## src/rtl/gpca_ctrl_defs.sv

```systemverilog
// Shared encodings and default geometry for the gpca issue controller slice.
package gpca_ctrl_defs;
  localparam int GPCA_STAGES     = 9;
  localparam int GPCA_AW         = 18;
  localparam int GPCA_BW         = 19;
  localparam int GPCA_QW         = 9;
  localparam int GPCA_TW         = 4;
  localparam int GPCA_FIFO_DEPTH = 12;

  typedef enum logic [1:0] {
    ST_RUN    = 2'd0,
    ST_DRAIN  = 2'd1,
    ST_SWITCH = 2'd2
  } state_e;

  // Bits needed to hold values 0..n-1, never less than 1.
  function automatic int idx_w(input int n);
    return (n <= 2) ? 1 : $clog2(n);
  endfunction
endpackage

```

## src/rtl/gpca_rsp_fifo.sv

```systemverilog
// Synchronous response FIFO; depth need not be a power of two.
module gpca_rsp_fifo
  import gpca_ctrl_defs::*;
#(
  parameter int DEPTH = GPCA_FIFO_DEPTH,
  parameter int W     = 33,
  localparam int PW   = idx_w(DEPTH),
  localparam int CW   = idx_w(DEPTH + 1)
) (
  input  logic          clk,
  input  logic          rst_n,
  input  logic          push,
  input  logic          pop,
  input  logic [W-1:0]  din,
  output logic [W-1:0]  dout,
  output logic [CW-1:0] count,
  output logic          empty
);
  logic [DEPTH-1:0][W-1:0] mem_q, mem_d;
  logic [PW-1:0]           wr_q, wr_d, rd_q, rd_d;
  logic [CW-1:0]           cnt_q, cnt_d;
  logic                    pop_ok;

  function automatic logic [PW-1:0] nxt(input logic [PW-1:0] p);
    return (p == PW'(DEPTH - 1)) ? '0 : p + PW'(1);
  endfunction

  assign empty  = (cnt_q == '0);
  assign pop_ok = pop && !empty;
  assign dout   = mem_q[rd_q];
  assign count  = cnt_q;

  always_comb begin
    mem_d = mem_q;
    wr_d  = wr_q;
    rd_d  = rd_q;
    if (push) begin
      mem_d[wr_q] = din;
      wr_d        = nxt(wr_q);
    end
    if (pop_ok) rd_d = nxt(rd_q);
    cnt_d = cnt_q + CW'(push) - CW'(pop_ok);
  end

  // Storage is cleared too so the response payload reads 0 out of reset.
  always_ff @(posedge clk or negedge rst_n) begin
    if (!rst_n) begin
      mem_q <= '0;
      wr_q  <= '0;
      rd_q  <= '0;
      cnt_q <= '0;
    end else begin
      mem_q <= mem_d;
      wr_q  <= wr_d;
      rd_q  <= rd_d;
      cnt_q <= cnt_d;
    end
  end

  a_no_overflow: assert property (@(posedge clk) disable iff (!rst_n)
    !(push && cnt_q == CW'(DEPTH)));
endmodule

```

## src/rtl/gpca_issue_ctrl.sv

```systemverilog
// Issue sequencer and credit tracker for the pipelined gpca array; drains the
// array before every change of the global X mode.
module gpca_issue_ctrl
  import gpca_ctrl_defs::*;
#(
  parameter int STAGES     = GPCA_STAGES,
  parameter int AW         = GPCA_AW,
  parameter int BW         = GPCA_BW,
  parameter int QW         = GPCA_QW,
  parameter int TW         = GPCA_TW,
  parameter int FIFO_DEPTH = GPCA_FIFO_DEPTH
) (
  input  logic          clk,
  input  logic          rst_n,
  input  logic          req_valid,
  output logic          req_ready,
  input  logic          req_x,
  input  logic [AW-1:0] req_a,
  input  logic [BW-1:0] req_b,
  input  logic [BW-1:0] req_c,
  input  logic [QW-1:0] req_p,
  input  logic [TW-1:0] req_tag,
  output logic          arr_issue,
  output logic          arr_x,
  output logic [AW-1:0] arr_a,
  output logic [BW-1:0] arr_b,
  output logic [BW-1:0] arr_c,
  output logic [QW-1:0] arr_p,
  input  logic [QW-1:0] arr_res_f,
  input  logic [BW-1:0] arr_res_s,
  output logic          rsp_valid,
  input  logic          rsp_ready,
  output logic [QW-1:0] rsp_f,
  output logic [BW-1:0] rsp_s,
  output logic [TW-1:0] rsp_tag,
  output logic          rsp_x,
  output logic          busy
);
  localparam int RW = QW + BW + TW + 1;
  localparam int CW = idx_w(FIFO_DEPTH + 1);
  localparam int IW = idx_w(STAGES + 2);
  localparam int SW = ((IW > CW) ? IW : CW) + 1;

  state_e                   state_q, state_d;
  logic                     cur_x_q, cur_x_d;
  logic                     pend_x_q, pend_x_d;
  logic                     alive_q;
  logic [STAGES:0]          vld_pipe_q, vld_pipe_d;
  logic [STAGES:0][TW-1:0]  tag_pipe_q, tag_pipe_d;
  logic [STAGES:0]          x_pipe_q, x_pipe_d;
  logic [AW-1:0]            a_q, a_d;
  logic [BW-1:0]            b_q, b_d, c_q, c_d;
  logic [QW-1:0]            p_q, p_d;
  logic [IW-1:0]            inflight_q, inflight_d;

  logic [CW-1:0]            fifo_count;
  logic                     fifo_empty;
  logic [RW-1:0]            fifo_dout;
  logic                     push, pop, accept, credit_ok;
  logic [SW-1:0]            credits_used;

  // Counts are registered, so a credit freed by a pop is usable next cycle.
  assign credits_used = SW'(inflight_q) + SW'(fifo_count);
  assign credit_ok    = credits_used < SW'(FIFO_DEPTH);
  assign req_ready    = alive_q && (state_q == ST_RUN) && (req_x == cur_x_q) && credit_ok;
  assign accept       = req_valid && req_ready;

  // vld_pipe[0] is the issue flop; stage STAGES lines up with the array result.
  assign push      = vld_pipe_q[STAGES];
  assign pop       = rsp_valid && rsp_ready;
  assign rsp_valid = !fifo_empty;
  assign {rsp_f, rsp_s, rsp_tag, rsp_x} = fifo_dout;

  assign arr_issue = vld_pipe_q[0];
  assign arr_x     = cur_x_q;
  assign arr_a     = a_q;
  assign arr_b     = b_q;
  assign arr_c     = c_q;
  assign arr_p     = p_q;
  assign busy      = (state_q != ST_RUN) || (inflight_q != '0) || !fifo_empty;

  always_comb begin
    state_d  = state_q;
    cur_x_d  = cur_x_q;
    pend_x_d = pend_x_q;
    case (state_q)
      ST_RUN: begin
        if (alive_q && req_valid && (req_x != cur_x_q)) begin
          state_d  = ST_DRAIN;
          pend_x_d = req_x;
        end
      end
      ST_DRAIN:  if (inflight_q == '0) state_d = ST_SWITCH;
      ST_SWITCH: begin
        cur_x_d = pend_x_q;
        state_d = ST_RUN;
      end
      default:   state_d = ST_RUN;
    endcase

    vld_pipe_d = {vld_pipe_q[STAGES-1:0], accept};
    tag_pipe_d = {tag_pipe_q[STAGES-1:0], req_tag};
    x_pipe_d   = {x_pipe_q[STAGES-1:0], cur_x_q};

    a_d = accept ? req_a : a_q;
    b_d = accept ? req_b : b_q;
    c_d = accept ? req_c : c_q;
    p_d = accept ? req_p : p_q;

    inflight_d = inflight_q + IW'(accept) - IW'(push);
  end

  always_ff @(posedge clk or negedge rst_n) begin
    if (!rst_n) begin
      state_q    <= ST_RUN;
      cur_x_q    <= 1'b0;
      pend_x_q   <= 1'b0;
      alive_q    <= 1'b0;
      vld_pipe_q <= '0;
      tag_pipe_q <= '0;
      x_pipe_q   <= '0;
      a_q        <= '0;
      b_q        <= '0;
      c_q        <= '0;
      p_q        <= '0;
      inflight_q <= '0;
    end else begin
      state_q    <= state_d;
      cur_x_q    <= cur_x_d;
      pend_x_q   <= pend_x_d;
      alive_q    <= 1'b1;
      vld_pipe_q <= vld_pipe_d;
      tag_pipe_q <= tag_pipe_d;
      x_pipe_q   <= x_pipe_d;
      a_q        <= a_d;
      b_q        <= b_d;
      c_q        <= c_d;
      p_q        <= p_d;
      inflight_q <= inflight_d;
    end
  end

  gpca_rsp_fifo #(
    .DEPTH (FIFO_DEPTH),
    .W     (RW)
  ) u_rsp_fifo (
    .clk   (clk),
    .rst_n (rst_n),
    .push  (push),
    .pop   (pop),
    .din   ({arr_res_f, arr_res_s, tag_pipe_q[STAGES], x_pipe_q[STAGES]}),
    .dout  (fifo_dout),
    .count (fifo_count),
    .empty (fifo_empty)
  );

  a_credit_bound: assert property (@(posedge clk) disable iff (!rst_n)
    credits_used <= SW'(FIFO_DEPTH));
  a_x_quiet: assert property (@(posedge clk) disable iff (!rst_n)
    (cur_x_d != cur_x_q) |-> (inflight_q == '0));
endmodule

```

## config.mk

```make
export PLATFORM = sky130hd
export DESIGN_NAME = gpca_issue_ctrl
export DESIGN_NICKNAME = d
export VERILOG_FILES = /design/src/rtl/gpca_ctrl_defs.sv /design/src/rtl/gpca_rsp_fifo.sv /design/src/rtl/gpca_issue_ctrl.sv
export SDC_FILE = /design/constraint.sdc
export NUM_CORES = 1
export LEC_CHECK = 0
export ABC_CLOCK_PERIOD_IN_PS = 8300
export BUFFER_PORTS_ARGS = -buffer_cell sky130_fd_sc_hd__clkbuf_2
export CAP_MARGIN = 20
export CORE_MARGIN = 5
export CORE_UTILIZATION = 53
export DETAILED_ROUTE_END_ITERATION = 6
export PLACE_DENSITY = 0.72
export SYNTH_ARGS = -nofsm -noshare
export SYNTH_HDL_FRONTEND = slang
export SYNTH_SLANG_ARGS = --single-unit
```

## constraint.sdc

```tcl
create_clock -name clk -period 8.3 [get_ports clk]
set_input_delay 1.66 -clock clk [delete_from_list [all_inputs] [get_ports clk]]
set_output_delay 1.66 -clock clk [all_outputs]
set_load 0.005 [all_outputs]
```

# Word-level counts from Yosys, hierarchy flattened
# Index checks and enable logic that the tools add are counted.
classes:
  addsub: 7
  order_cmp: 4
  n_eq_ne: 8
  n_mux: 10
  reduce_logical: 19
ops:
  columns: ["operator", "n"]
  rows:
  - ["396-bit bitwise mux", 1]
  - ["33-bit binary-select mux with 4-bit select", 1]
  - ["33-bit demux with 4-bit select", 1]
  - ["33-bit 2-to-1 mux", 2]
  - ["4-bit by 5-bit < comparator with 1-bit output (second input constant)", 2]
  - ["1-bit logical AND", 9]
  - ["4-bit by 1-bit adder with 4-bit output", 2]
  - ["4-bit by 1-bit adder with 4-bit output (second input constant)", 2]
  - ["4-bit == test (second input constant)", 2]
  - ["4-bit logical NOT", 2]
  - ["4-bit 2-to-1 mux", 2]
  - ["4-bit by 1-bit subtractor with 4-bit output", 2]
  - ["4-bit by 4-bit adder with 5-bit output", 1]
  - ["5-bit by 4-bit < comparator with 1-bit output (second input constant)", 1]
  - ["4-bit by 1-bit greater-or-equal comparator with 1-bit output (second input constant)", 1]
  - ["2-bit 2-to-1 mux", 2]
  - ["2-bit case mux with 2 select lines", 1]
  - ["2-bit AND reduction", 2]
  - ["4-bit nonzero test", 1]
  - ["2-bit by 1-bit == test with 1-bit output (second input constant)", 1]
  - ["2-bit == test (second input constant)", 1]
  - ["2-bit logical NOT", 1]
  - ["1-bit logical OR", 2]
  - ["2-bit by 1-bit != test with 1-bit output (second input constant)", 1]
  - ["other kinds (5)", 5]
totals:
  register_bits: 542
  output_inout_bits: 103
  word_cells: 84

# Depth between registers and ports, before layout
depth:
  ltp_word: 7
  depth_mapped: 12

# By module
# A second synthesis with hierarchy kept.
unflattened:
  hier_cells: 1508
  area_unflattened_um2: 23387.4
modules_own_cells:
  columns: ["mod", "instances", "cells_per_inst", "area_each_um2"]
  rows:
  - ["gpca_rsp_fifo", 1, 1255, 18896.9]
  - ["gpca_issue_ctrl", 1, 253, 4490.6]

# Worst setup path after synthesis
# No wires, ideal clock.
synth_path:
  kind: "input to output"
  from: "input req_x"
  to: "output req_ready"
  arrival_ns: 2.144
  required_time_ns: 6.640
  path_slack_ns: 4.496
  cell_stages: 3
  cell_sequence: "xnor2_1 > nand4b_1 > nor3_1"
synth_between:
  elab_chain_len: 3
synth_rtl:
  columns: ["item", "line", "text"]
  rows:
  - ["start, declared", "gpca_issue_ctrl.sv:17", "input logic req_x,"]
  - ["1-bit == test", "gpca_issue_ctrl.sv:65", "assign req_ready = alive_q && (state_q == ST_RUN) && (req_x == cur_x_q) && credit_ok;"]
  - ["1-bit logical AND (2 in series)", "gpca_issue_ctrl.sv:65", null]
  - ["end, declared", "gpca_issue_ctrl.sv:16", "output logic req_ready,"]
# No other way between the ends.

# Worst setup path in the final report
layout_path:
  from: "register u_rsp_fifo.rd_q[1]"
  to: "output rsp_s[17]"
layout_between:
  elab_chain_len: 2
layout_rtl:
  columns: ["item", "line", "text"]
  rows:
  - ["start, declared", "gpca_rsp_fifo.sv:20", "logic [PW-1:0] wr_q, wr_d, rd_q, rd_d;"]
  - ["start signal, assigned", "gpca_rsp_fifo.sv:55", "rd_q <= rd_d;"]
  - ["33-bit binary-select mux with 4-bit select", "gpca_rsp_fifo.sv:30", "assign dout = mem_q[rd_q];"]
  - ["33-bit 2-to-1 mux (implied by the code)", "gpca_rsp_fifo.sv:30", null]
  - ["end, declared", "gpca_issue_ctrl.sv:34", "output logic [BW-1:0] rsp_s,"]
# No other way between the ends. The select of a mux whose other input is x is not followed.

==> results.toml <==
[outcome]
status = "finished clean"

[route]
wl_per_cell_um = 21.8
viasPerCell = 5.68
drtIter0Drc = 653
wl_um = 48700
detail-route-antenna-nets = 0
drt_drc_violations_left = 0
dr_total_vias = 12700
firstDrtPassIters = 4

[floorplanning]
die_w_um = 218
io_pins = 205
fp.coreArea_mm2 = 0.0430
die_h_um = 218
initial_core_util = 0.534
rows = 76
die_area_mm2 = 0.0476

[global_route]
grt_pass1_wl_um = 79800
grt_use_met1 = 0.298
antenna_found_initial = 0
busiest_layer = "met2"
overflow = 0
grtUsageMet2 = 0.344
grt_max_degree = 170
grtUsageMet3 = 0.0493
grt_pass1_vias = 14000
track_usage = 0.213

[place]
dp.cells = 2129
place_area_mm2 = 0.0245
gp_congestion = 0.708
dpl.hpwl_um = 28000
io_buffers = 204
dpl_worst_slack_ns = 3.83

[yosys]
synth_top_family_by_area = "multiplexers"
synth_edf_count = 0
yosys_warnings = 0
synth_top_cell_area_share = 0.591
synthXorXnorAreaFrac = 0.00229
synth_adder_area_share = 0.0115
yosys.area.top_type = "dfrtp_1"
ys_seq_area_frac = 0.591
ys.flop_type = "dfrtp_1"
synthCells = 1432
yosys.area_share.simple = 0.0107
synth.area.top_cells = "dfrtp_1 (59%), mux2_2 (21%), mux4_2 (9.7%)"
synth_fp_nets = 1554
netlist_area_mm2 = 0.0230
synth_compound_area_frac = 0.0153
synthArstFlopShare = 1.00
ys_ff_latch = 542
ys_types = 40
synthMuxAreaShare = 0.338
post_synth.cell_area_avg_um2 = 16.0

[critical_path]
cp_num_buf_inv = 2
critPathSlowestCell = "buf_4"
cpPeakStageDelay_ns = 0.93
required_ns = 6.64
crit_path_end_kind = "output port"
crit_path_start_kind = "register"
cp.arrival_ns = 3.32
cp_max_fo = 69
cp_cell_sequence = "buf_4, mux4_2, mux2i_1, o22ai_1, clkbuf_2"
path_class = "reg -> out"
crit_family = "buffers and inverters"

[clock_network]
cts_root_buf = "clkbuf_16"
clk_pin_slew_worst_paths_ns = 0.06
clockBufferDepth = 3
insertion_delay_ns = 0.61
cts_sinks = 542
cts_hold_buf = 0
ctsHtreeMaxLevel = 2
post-cts-setup-buffers = 0
cts_resized = 0
cts_tree = "yes"
cts-buffers-inserted = 56

[layout]
final_common_cell = "dfrtp_1"
n_fill_cell = 3267
design_area_mm2 = 0.0265
layout.nets = 1726
syn_to_final_growth_pct = 15.2
multiInputGateArea_mm2 = 0.00877
layout.cells.non_filler = 2231
seq_area_mm2 = 0.0136
final_cell_mix = "dfrtp_1 (538), mux2_2 (433), clkbuf_2 (203), mux4_2 (99), clkbuf_16 (56)"
drive_gt1_frac = 0.530

[power_and_ir_drop]
power.density_mw_per_mm2 = 254
p_leak_nw = 12.6
vdd_ir_drop_max_mv = 0.197
power.total_mw = 6.73

[sta]
postLayoutSetupSlackWorst_ns = 3.32
setup_tns_ns = 0
finClkSkew_ns = 0.0203
max_slew.worst_pin.slew_ns = 1.09
slew_headroom = 0.269
drv_slew = 0
fin_crit_sh = 0.600
setup_violations = 0
rsz0062_at_grt = "false"
fin_crit_ns = 4.98
fmax_ghz = 0.201
hold_viol = 0

[run]
drv_cap = 0

[hold_path]
hold_class = "reg -> reg"
==> logic make-up (layout without fill, tap and decap cells) <==
logic type,Yosys count,count (layout)
AOI/OAI and AO/OA,56,56
xor gates and xnor gates,6,6
adders and majority gates,20,20
buffers and inverters,168,381
DFF,542,542
muxes,595,595
other,1,2
and+or+nand+nor,44,44
==> cells in the mapped netlist (4+ instances only) <==
master      n
xnor2_1     4
mux4_2     99
inv_1      54
clkbuf_1   62
mux2_2    433
nand3_1     8
o22ai_1    33
mux2_1     30
mux2i_1    33
o21ai_0     9
nand2_1    16
dfrtp_1   542
ha_1       18
buf_2      45
==> per-layer routing <==
layer	part of all wire	up-vias
met5	0	-
met4	0.019	0
met3	0.056	75
met2	0.49	276
met1	0.44	6774
li1	-	5549
==> layout make-up <==
cell class	instances	area share
Tap cell	585	0.0277
Inverter	54	0.00766
Sequential cell	542	0.513
Clock buffer	78	0.0606
Multi-Input combinational cell	722	0.331
Clock inverter	21	0.0120
Timing Repair Buffer	228	0.0479
Antenna cell	1	0.0000945
==> state kept, by name (all words and copies together), names as in the netlist <==
name              count
u_rsp_fifo.mem_q    396
tag_pipe_d           36
arr_b                19
arr_c                19
arr_a                18
vld_pipe_q           10
x_pipe_q             10
arr_p                 9
inflight_q            4
tag_pipe_q            4
u_rsp_fifo.count      4
u_rsp_fifo.rd_q       4
u_rsp_fifo.wr_q       4
state_q               2
alive_q               1
arr_x                 1
pend_x_q              1
==> worst register-to-register path, stage by stage, from the launching register on <==
cell and delay [ns]:
dfrtp_1 0.46, ha_1 0.32, a31oi_1 0.23, a21oi_1 0.12
nor4b_4 0.28, buf_4 0.68, inv_1 0.11, ha_1 0.31
inv_1 0.05, ha_1 0.15, inv_1 0.06, fa_1 0.38
xnor2_1 0.14
==> final timing paths <==
| path | from | endpoint | slack, ns | cells past startpoint |
|---|---|---|---|---|
| min in group asynchronous | rst_n | u_rsp_fifo.mem_q[139] | 1.13 | 1 |
| min reg2reg | tag_pipe_d[15] | tag_pipe_d[19] | 0.34 | 0 |
| min | tag_pipe_d[15] | tag_pipe_d[19] | 0.34 | 0 |
| max | u_rsp_fifo.rd_q[1] | rsp_s[17] | 3.32 | 5 |
| max in group asynchronous | rst_n | u_rsp_fifo.mem_q[215] | 5.74 | 2 |
| max reg2reg | inflight_q[1] | inflight_q[2] | 4.91 | 12 |
==> report_power, final <==
group          total (mW)  switching (mW)  internal [mW]  leakage (nW)
combinational        1.30           0.669          0.627          4.75
clock                2.58            1.02           1.56         0.947
sequential           2.85           0.115           2.73          6.92
total                6.73            1.81           4.92          12.6
==> per-stage QoR <==
| stage | hold slack [ns] | util |
|---|---|---|
| finish | 0.336 | 0.616 |
| global route | 0.344 | 0.616 |
| CTS | 0.334 | 0.615 |
| detailed placement | 0.336 | 0.570 |
| global placement | 0.332 | 0.570 |
| floorplan | 0.331 | - |
Note: power is estimated with default switching activity, not from simulation.
